<file path="config.mk">
export PLATFORM = sky130hd
export DESIGN_NAME = ahblite_busmatrix_arbiter_rr
export DESIGN_NICKNAME = d
export VERILOG_FILES = /design/src/rtl/ahblite_busmatrix_arbiter_rr.sv
export SDC_FILE = /design/constraint.sdc
export NUM_CORES = 1
export LEC_CHECK = 0
export ABC_CLOCK_PERIOD_IN_PS = 2500
export BUFFER_PORTS_ARGS = -buffer_cell sky130_fd_sc_hd__buf_2
export CAP_MARGIN = 20
export CORE_UTILIZATION = 55
export DETAILED_ROUTE_END_ITERATION = 16
export GPL_TIMING_DRIVEN = 0
export PLACE_DENSITY = 0.76
export SYNTH_ARGS = -nofsm -noshare
export SYNTH_HDL_FRONTEND = slang
export SYNTH_SLANG_ARGS = --single-unit
</file>
<file path="constraint.sdc">
create_clock -name HCLK -period 2.5 [get_ports HCLK]
set_input_delay 0.125 -clock HCLK [delete_from_list [all_inputs] [get_ports HCLK]]
set_output_delay 0.125 -clock HCLK [all_outputs]
set_load 0.01 [all_outputs]
</file>
<file path="src/rtl/ahblite_busmatrix_arbiter_rr.sv">
// Round-robin, burst-aware arbiter for one AHB-Lite bus-matrix output stage.
// Shares one slave port between SYS, DMA and ACC; locks fixed bursts, hold-limits INCR.
module ahblite_busmatrix_arbiter_rr #(
  parameter int unsigned MAX_HOLD = 16
) (
  input  logic       HCLK,
  input  logic       HRESET,
  input  logic       REQ_SYS,
  input  logic       REQ_DMA,
  input  logic       REQ_ACC,
  input  logic       HREADY_Outputstage,
  input  logic       HSEL_Outputstage,
  input  logic [1:0] HTRANS_Outputstage,
  input  logic [2:0] HBURST_Outputstage,
  output logic [1:0] PORT_SEL_ARBITER,
  output logic       PORT_NOSEL_ARBITER,
  output logic       ARB_LOCKED
);

  localparam logic [7:0] MAX_HOLD_C = 8'(MAX_HOLD);

  localparam logic [1:0] M_NONE = 2'b00;
  localparam logic [1:0] M_SYS  = 2'b01;
  localparam logic [1:0] M_DMA  = 2'b10;
  localparam logic [1:0] M_ACC  = 2'b11;

  localparam logic [1:0] HT_IDLE   = 2'b00;
  localparam logic [1:0] HT_BUSY   = 2'b01;
  localparam logic [1:0] HT_NONSEQ = 2'b10;
  localparam logic [1:0] HT_SEQ    = 2'b11;

  typedef enum logic [1:0] {
    ST_IDLE  = 2'd0,
    ST_OWN   = 2'd1,
    ST_BURST = 2'd2,
    ST_INCR  = 2'd3
  } state_t;

  // Request vector bit order: [0]=SYS, [1]=DMA, [2]=ACC; search starts after last.
  function automatic logic [1:0] rr_pick(input logic [2:0] req, input logic [1:0] last);
    logic [1:0] pick;
    pick = M_NONE;
    case (last)
      M_SYS: begin
        if (req[1])      pick = M_DMA;
        else if (req[2]) pick = M_ACC;
        else if (req[0]) pick = M_SYS;
        else             pick = M_NONE;
      end
      M_DMA: begin
        if (req[2])      pick = M_ACC;
        else if (req[0]) pick = M_SYS;
        else if (req[1]) pick = M_DMA;
        else             pick = M_NONE;
      end
      default: begin
        if (req[0])      pick = M_SYS;
        else if (req[1]) pick = M_DMA;
        else if (req[2]) pick = M_ACC;
        else             pick = M_NONE;
      end
    endcase
    return pick;
  endfunction

  function automatic logic [2:0] master_bit(input logic [1:0] m);
    logic [2:0] b;
    case (m)
      M_SYS:   b = 3'b001;
      M_DMA:   b = 3'b010;
      M_ACC:   b = 3'b100;
      default: b = 3'b000;
    endcase
    return b;
  endfunction

  state_t     state_q, state_d;
  logic [1:0] port_sel_q, port_sel_d;
  logic       nosel_q, nosel_d;
  logic       locked_q, locked_d;
  logic [3:0] beat_cnt_q, beat_cnt_d;
  logic [7:0] hold_cnt_q, hold_cnt_d;
  logic [1:0] rr_last_q, rr_last_d;

  logic [2:0] req_v;
  logic [2:0] ap_req;
  logic [1:0] pick;
  logic [7:0] hold_inc;
  logic       do_ap;
  logic       nonseq_s, seq_s, busy_s;

  assign req_v    = {REQ_ACC, REQ_DMA, REQ_SYS};
  assign nonseq_s = HSEL_Outputstage && (HTRANS_Outputstage == HT_NONSEQ);
  assign seq_s    = HSEL_Outputstage && (HTRANS_Outputstage == HT_SEQ);
  assign busy_s   = HSEL_Outputstage && (HTRANS_Outputstage == HT_BUSY);

  // Next-state, counters and grant; everything frozen while HREADY is low.
  always_comb begin
    state_d    = state_q;
    port_sel_d = port_sel_q;
    nosel_d    = nosel_q;
    beat_cnt_d = beat_cnt_q;
    hold_cnt_d = hold_cnt_q;
    rr_last_d  = rr_last_q;
    ap_req     = req_v;
    pick       = M_NONE;
    do_ap      = 1'b0;
    hold_inc   = (hold_cnt_q >= MAX_HOLD_C) ? MAX_HOLD_C : (hold_cnt_q + 8'd1);

    if (HREADY_Outputstage) begin
      case (state_q)
        ST_IDLE: do_ap = 1'b1;
        ST_OWN: begin
          if (nonseq_s && (HBURST_Outputstage != 3'b000)) begin
            case (HBURST_Outputstage)
              3'b010, 3'b011: begin state_d = ST_BURST; beat_cnt_d = 4'd3;  end
              3'b100, 3'b101: begin state_d = ST_BURST; beat_cnt_d = 4'd7;  end
              3'b110, 3'b111: begin state_d = ST_BURST; beat_cnt_d = 4'd15; end
              default:        begin state_d = ST_INCR;  hold_cnt_d = 8'd1;  end
            endcase
          end else begin
            do_ap = 1'b1;
          end
        end
        ST_BURST: begin
          if (seq_s) begin
            if (beat_cnt_q > 4'd1) beat_cnt_d = beat_cnt_q - 4'd1;
            else                   do_ap = 1'b1;
          end else if (busy_s) begin
            beat_cnt_d = beat_cnt_q;
          end else begin
            do_ap = 1'b1;
          end
        end
        ST_INCR: begin
          if (seq_s || busy_s) begin
            hold_cnt_d = hold_inc;
            // Hold expired with someone else waiting: owner drops out of this AP.
            if ((hold_inc == MAX_HOLD_C) && ((req_v & ~master_bit(port_sel_q)) != 3'b000)) begin
              do_ap  = 1'b1;
              ap_req = req_v & ~master_bit(port_sel_q);
            end else begin
              do_ap = 1'b0;
            end
          end else begin
            do_ap = 1'b1;
          end
        end
        default: do_ap = 1'b1;
      endcase

      if (do_ap) begin
        pick       = rr_pick(ap_req, rr_last_q);
        beat_cnt_d = 4'd0;
        hold_cnt_d = 8'd0;
        if (pick != M_NONE) begin
          port_sel_d = pick;
          nosel_d    = 1'b0;
          rr_last_d  = pick;
          state_d    = ST_OWN;
        end else if (HSEL_Outputstage) begin
          state_d = nosel_q ? ST_IDLE : ST_OWN;
        end else begin
          port_sel_d = M_NONE;
          nosel_d    = 1'b1;
          state_d    = ST_IDLE;
        end
      end else begin
        pick = M_NONE;
      end
    end else begin
      state_d = state_q;
    end

    locked_d = (state_d == ST_BURST) || (state_d == ST_INCR);
  end

  // State and output registers with synchronous reset.
  always_ff @(posedge HCLK) begin
    if (HRESET) begin
      state_q    <= ST_IDLE;
      port_sel_q <= M_NONE;
      nosel_q    <= 1'b1;
      locked_q   <= 1'b0;
      beat_cnt_q <= 4'd0;
      hold_cnt_q <= 8'd0;
      rr_last_q  <= M_ACC;
    end else begin
      state_q    <= state_d;
      port_sel_q <= port_sel_d;
      nosel_q    <= nosel_d;
      locked_q   <= locked_d;
      beat_cnt_q <= beat_cnt_d;
      hold_cnt_q <= hold_cnt_d;
      rr_last_q  <= rr_last_d;
    end
  end

  assign PORT_SEL_ARBITER   = port_sel_q;
  assign PORT_NOSEL_ARBITER = nosel_q;
  assign ARB_LOCKED         = locked_q;

endmodule
</file>
==> results of run 1 <==
[routing by layer]
metal  GRT usage (%)  vias to the layer above
met2            42.6                       61
li1                -                      654
met5               0                        -
met4            10.8                        0
met1            32.9                      610
met3            7.89                        8
[cell families after synthesis]
family	synth area share [%]
compound gates	27.2
xor+xnor	0.645
fa+ha+maj	5.52
buf+inv	6.26
flops	29.5
mux	2.21
simple gates	28.7
[stage by stage]
step	worst slack, ps	std cells	setup TNS [ps]
2_1_floorplan	388	166	0
3_3_place_gp	221	208	0
3_5_place_dp	183	208	0
4_1_cts	147	211	0
5_1_grt	-2.58	211	-2.58
6_report	120	211	0
[sequential cells by signal (all words and copies together) (netlist names)]
register            flops
ARB_LOCKED              1
beat_cnt_q              4
hold_cnt_q              8
PORT_NOSEL_ARBITER      1
state_q                 2
PORT_SEL_ARBITER        2
rr_last_q               2
[placed cells by master, fill, tap and decap left out, drive strengths merged, types with 2 or more instances in the layout]
cell type and instances:
dfxtp 20, buf 18, a21oi 16, inv 12, nor2 10, nand2 9, nor3 8, o21ai 7
clkbuf 7, nand3 6, ha 6, a211o 5, nor2b 5, or3 5, and3 3, mux2i 3
o211ai 3, nand4 3, o31ai 3, or4 2, nand2b 2, or2 2, nor4 2, o311ai 2
[final cells by class]
type / instances / area [sq um] / share of cell area (%)
multi-input combinational: 126 / 883 / 59.0
sequential: 20 / 400 / 26.8
timing repair buffer: 14 / 70.1 / 4.68
inverter: 12 / 45.0 / 3.01
buffer: 8 / 40.0 / 2.68
tap: 28 / 35.0 / 2.34
clock buffer: 3 / 22.5 / 1.51
[how the worst max path moves through the flow]
| stage | start | end | slack (ps) | depth (start not counted) |
|---|---|---|---|---|
| finish | hold_cnt_q[0] | PORT_SEL_ARBITER[1] | 120 | 7 |
| global route | hold_cnt_q[0] | PORT_SEL_ARBITER[1] | -3 | 7 |
| CTS | hold_cnt_q[0] | rr_last_q[1] | 150 | 7 |
| detailed placement | hold_cnt_q[0] | rr_last_q[1] | 180 | 7 |
| global placement | hold_cnt_q[0] | rr_last_q[1] | 220 | 7 |
| floorplan | hold_cnt_q[0] | rr_last_q[1] | 390 | 7 |
[power groups by stage]
stage / combinational, mW / clock, mW / sequential (mW)
3_5_place_dp: 0.161 / 0 / 0.345
2_1_floorplan: 0.114 / 0 / 0.347
3_3_place_gp: 0.155 / 0 / 0.344
6_report: 0.165 / 0.150 / 0.338
5_1_grt: 0.181 / 0.171 / 0.339
4_1_cts: 0.162 / 0.156 / 0.338
[critical path: stages (launching register included)]
cell and delay, ps:
dfxtp_1 390, inv_1 80, ha_1 350, o31a_1 430, o31ai_2 380, a21oi_1 130
or3_1 380, a41oi_2 170
==> run_results.csv, run 1 <==
group,metric,value,unit
outcome,status,"finished, final reports clean",
critical_path,critical_path_class,"reg2reg",
timing,rsz0062_at_grt,"yes",
floorplanning,core_area,0.00228,sq mm
logic_synthesis,ys_seq_area_share,29.5,%
logic_synthesis,syn-instance-count,166,
place,io_buffers,14,
final_layout,fillCellCount,195,
power_and_ir_drop,p_int,0.455,mW
detailed_routing,antenna_left,0,
critical_path,worstPathRequired,2730,ps
timing,finalHoldViolations,0,
power_and_ir_drop,sequentialPowerShare,51.7,%
run,cap_violations,0,
detailed_routing,wl_met2,1450,um
cts,post_cts_resized,0,
critical_path,r2r_end,"PORT_SEL_ARBITER[1]",
logic_synthesis,ys_ff_latch,20,
critical_path,timing.rr.start,"hold_cnt_q[0]",
critical_path,arrival,2610,ps
hold_path,holdPathEnd,"beat_cnt_q[0]",
global_routing,grt_first_pass_wirelength,5290,um
timing,fin_crit_sh,95.2,%
final_layout,synthToLayoutAreaGrowth,10.1,%
place,dpl.hpwl,2310,um
power_and_ir_drop,ir_drop,448,uV
logic_synthesis,avgSynthCellArea,8.19,sq um
critical_path,reg2reg_slack,120,ps
power_and_ir_drop,p_leak,0.560,nW
critical_path,end_kind,"register",
cts,clk_latency,310,ps
place,placed_area,0.00146,sq mm
timing,fmax,420,MHz
timing,worst_clock_skew,9.20,ps
logic_synthesis,synth_common_cells,"dfxtp_1, a21oi_1, inv_1, nor2_1, nand2_1",
timing,fin_crit,2380,ps
hold_path,hp-class,"in2reg",
logic_synthesis,synth_edf_count,0,
cts,cts_setup_buffers,0,
detailed_routing,viasPerCell,6.32,
final_layout,n_antenna_cell,0,
critical_path,start_kind,"register",
detailed_routing,routed_wirelength,3070,um
logic_synthesis,yosysMostFrequentCell,"dfxtp_1",
critical_path,path_max_fanout,6,
power_and_ir_drop,p_total,0.653,mW
global_routing,antenna_found_initial,0,
floorplanning,fp.dieH,51.7,um
cts,cts_buffers,3,
cts,htree_levels,1,
power_and_ir_drop,power_frac_comb,25.3,%
final_layout,final_area,0.00150,sq mm
floorplanning,die_x,51.7,um
detailed_routing,first_iter_violations,48,
logic_synthesis,synth_area,0.00136,sq mm
logic_synthesis,ys_top_cells_by_area,"dfxtp_1, a21oi_1, ha_1",
global_routing,first_global_vias,1230,
floorplanning,io_pins,16,
logic_synthesis,synthFlopType,"dfxtp_1",
global_routing,globalRouteOverflowTotal,0,
hold_path,worstHoldStart,"HRESET",
cts,cts_hold_buffers,0,
timing,setup_viol,0,
logic_synthesis,synthArstFlopShare,0,%
floorplanning,die_area,0.00267,sq mm
final_layout,nets,203,
hold_path,whs_path_depth,2,
timing,worst_slew_margin_rel,63.0,%
detailed_routing,dr.pass1.iters,4,
cts,clock_sinks,20,
power_and_ir_drop,power_switching,0.199,mW
detailed_routing,drc,0,
final_layout,finish.utilization,65.8,%
final_layout,drive_above_1_share,18.6,%
floorplanning,start_util,59.7,%
timing,hold-worst-slack,171,ps
logic_synthesis,yosysTopAreaCell,"dfxtp_1",
detailed_routing,top_layer,"met4",
logic_synthesis,synth_top_area_share,29.5,%
logic_synthesis,yosysWarnings,0,
place,gp_congestion,0.864,
cts,clock_path_buffers,2,
power_and_ir_drop,powerDensity,437,mW/mm^2
detailed_routing,wl_met1,1340,um
global_routing,grt_usage,26.5,%
logic_synthesis,syn_nets,184,
global_routing,grt_max_degree,11,
floorplanning,rows,17,
detailed_routing,via_count,1333,
power_and_ir_drop,swShare,30.4,%
cts,cts_tree,"done",
cts,cts-root-buf,"clkbuf_4",
timing,slew_viol_final,0,
logic_synthesis,ys_types,56,
critical_path,r2r_cells,7,
timing,tightest_slew,550,ps
power_and_ir_drop,clkPwrFrac,23.0,%
cts,path_clk_slew,110,ps
detailed_routing,post_drt_wl_per_cell,14.6,um
detailed_routing,route.met3.wl,237,um
(Power assumes the default switching activity.)
==> run 2, diff against run 1 <==
- CORE_UTILIZATION: 55 -> 40
- PLACE_DENSITY: 0.76 -> not set
==> run_results.csv, run 2 (synthesis results as in run 1) <==
group,metric,value,unit
power_and_ir_drop,ir_drop,177,uV
floorplanning,fp.dieH,60.3,um
place,gp_congestion,0.858,
timing,tightest_slew,499,ps
timing,finalHoldViolations,0,
critical_path,worstPathRequired,2700,ps
final_layout,layout_commonest_cell,"dfxtp_1",
detailed_routing,antenna_left,0,
final_layout,largest_registers,"hold_cnt_q x8, beat_cnt_q x4",
timing,fmax,428,MHz
final_layout,max_flop_register,"hold_cnt_q",
cts,htree_levels,1,
cts,path_clk_slew,110,ps
critical_path,cp-endpoint,"rr_last_q[1]",
floorplanning,core_area,0.00313,sq mm
critical_path,reg2reg_slack,160,ps
place,place_ws,185,ps
global_routing,grt_max_degree,11,
timing,fin_crit_sh,93.5,%
timing,slew_viol_final,0,
critical_path,path_max_fanout,9,
cts,clock_path_buffers,2,
floorplanning,io_pins,16,
power_and_ir_drop,p_leak,0.560,nW
global_routing,antenna_found_initial,0,
cts,post_cts_resized,0,
final_layout,n_antenna_cell,0,
timing,worst_slack,162,ps
cts,clock_sinks,20,
cts,cts_hold_buffers,0,
timing,worst_clock_skew,12.1,ps
final_layout,synthToLayoutAreaGrowth,11.8,%
hold_path,hp-class,"in2reg",
final_layout,final_area,0.00152,sq mm
detailed_routing,dr.pass1.iters,4,
timing,rsz0062_at_grt,"no",
detailed_routing,viasPerCell,5.70,
timing,setup_viol,0,
detailed_routing,first_iter_violations,76,
timing,fin_crit,2340,ps
place,placed_area,0.00148,sq mm
cts,cts_buffers,3,
cts,clk_latency,290,ps
floorplanning,die_x,60.3,um
critical_path,r2r_cells,7,
floorplanning,die_area,0.00363,sq mm
final_layout,final_cells,227,
final_layout,nets,203,
place,io_buffers,14,
floorplanning,rows,20,
timing,setup_tns,0,ps
detailed_routing,drc,0,
critical_path,critPathLaunch,"PORT_SEL_ARBITER[0]",
critical_path,end_kind,"register",
floorplanning,start_util,43.4,%
cts,cts-root-buf,"clkbuf_4",
global_routing,first_global_vias,1198,
cts,cts_setup_buffers,0,
final_layout,largest_reg_flops,8,
critical_path,timing.rr.start,"PORT_SEL_ARBITER[0]",
global_routing,grt_usage,19.4,%
critical_path,arrival,2540,ps
cts,cts_tree,"done",
detailed_routing,post_drt_wl_per_cell,13.6,um
final_layout,drive_above_1_share,18.6,%
detailed_routing,via_count,1295,
timing,hold-worst-slack,193,ps
global_routing,grt_first_pass_wirelength,5330,um
place,dpl.hpwl,2410,um
detailed_routing,routed_wirelength,3080,um
final_layout,layout_common_cells,"dfxtp_1, buf_2, a21oi_1, inv_1, nor2_1",
critical_path,critical_path_class,"reg2reg",
timing,worst_slew_margin_rel,66.8,%
critical_path,start_kind,"register",
critical_path,r2r_end,"rr_last_q[1]",
outcome,status,"finished, final reports clean",
global_routing,globalRouteOverflowTotal,0,
run,cap_violations,0,
place,dp.cells,224,
power_and_ir_drop,powerDensity,429,mW/mm^2
[run 2: routing by layer]
metal / wire, um / GRT usage [%] / vias to the layer above / part of all wire (%)
met5: 0 / 0 / - / 0
met4: 18 / 5.98 / 0 / 0.58
met3: 91 / 1.95 / 2 / 3.0
met2: 1450 / 32.3 / 21 / 47
met1: 1520 / 26.0 / 612 / 49
li1: - / - / 660 / -
[run 2: how the worst min path moves through the flow]
stage | start | endpoint | slack (ps) | cells after the start
finish | HREADY_Outputstage | state_q[0] | 190 | 4
global placement | hold_cnt_q[4] | hold_cnt_q[4] | 460 | 2
CTS | HREADY_Outputstage | state_q[0] | 170 | 4
detailed placement | hold_cnt_q[4] | hold_cnt_q[4] | 460 | 2
floorplan | HREADY_Outputstage | state_q[0] | 320 | 3
global route | HRESET | beat_cnt_q[1] | 210 | 2
[run 2: cell type report]
type                    instances  area, sq um
plain buffers                   8         40.0
well taps                      44         55.1
inverters                      12         45.0
repair buffers                 14         70.1
flip-flops and latches         20          400
fillers                       313         1610
multi-input cells             126          886
clock buffers                   3         22.5
[run 2: metrics by stage]
stage	total power, mW	utilization [%]
2_1_floorplan	0.462	-
3_3_place_gp	0.504	47.4
3_5_place_dp	0.507	47.4
4_1_cts	0.661	48.2
5_1_grt	0.695	48.6
6_report	0.652	48.6
[run 2: critical path, stage by stage, from the launching register on]
cell and delay [ps]:
dfxtp_1 340, clkbuf_1 320, nor4b_2 120, a311o_2 410
nor3_4 290, o21ai_2 160, a211o_1 300, a211o_1 300
[run 2: power breakdown]
group	switching, mW	internal (mW)	total, mW
registers	0.00688	0.331	0.338
clock network	0.0910	0.0560	0.147
logic	0.0989	0.0686	0.167
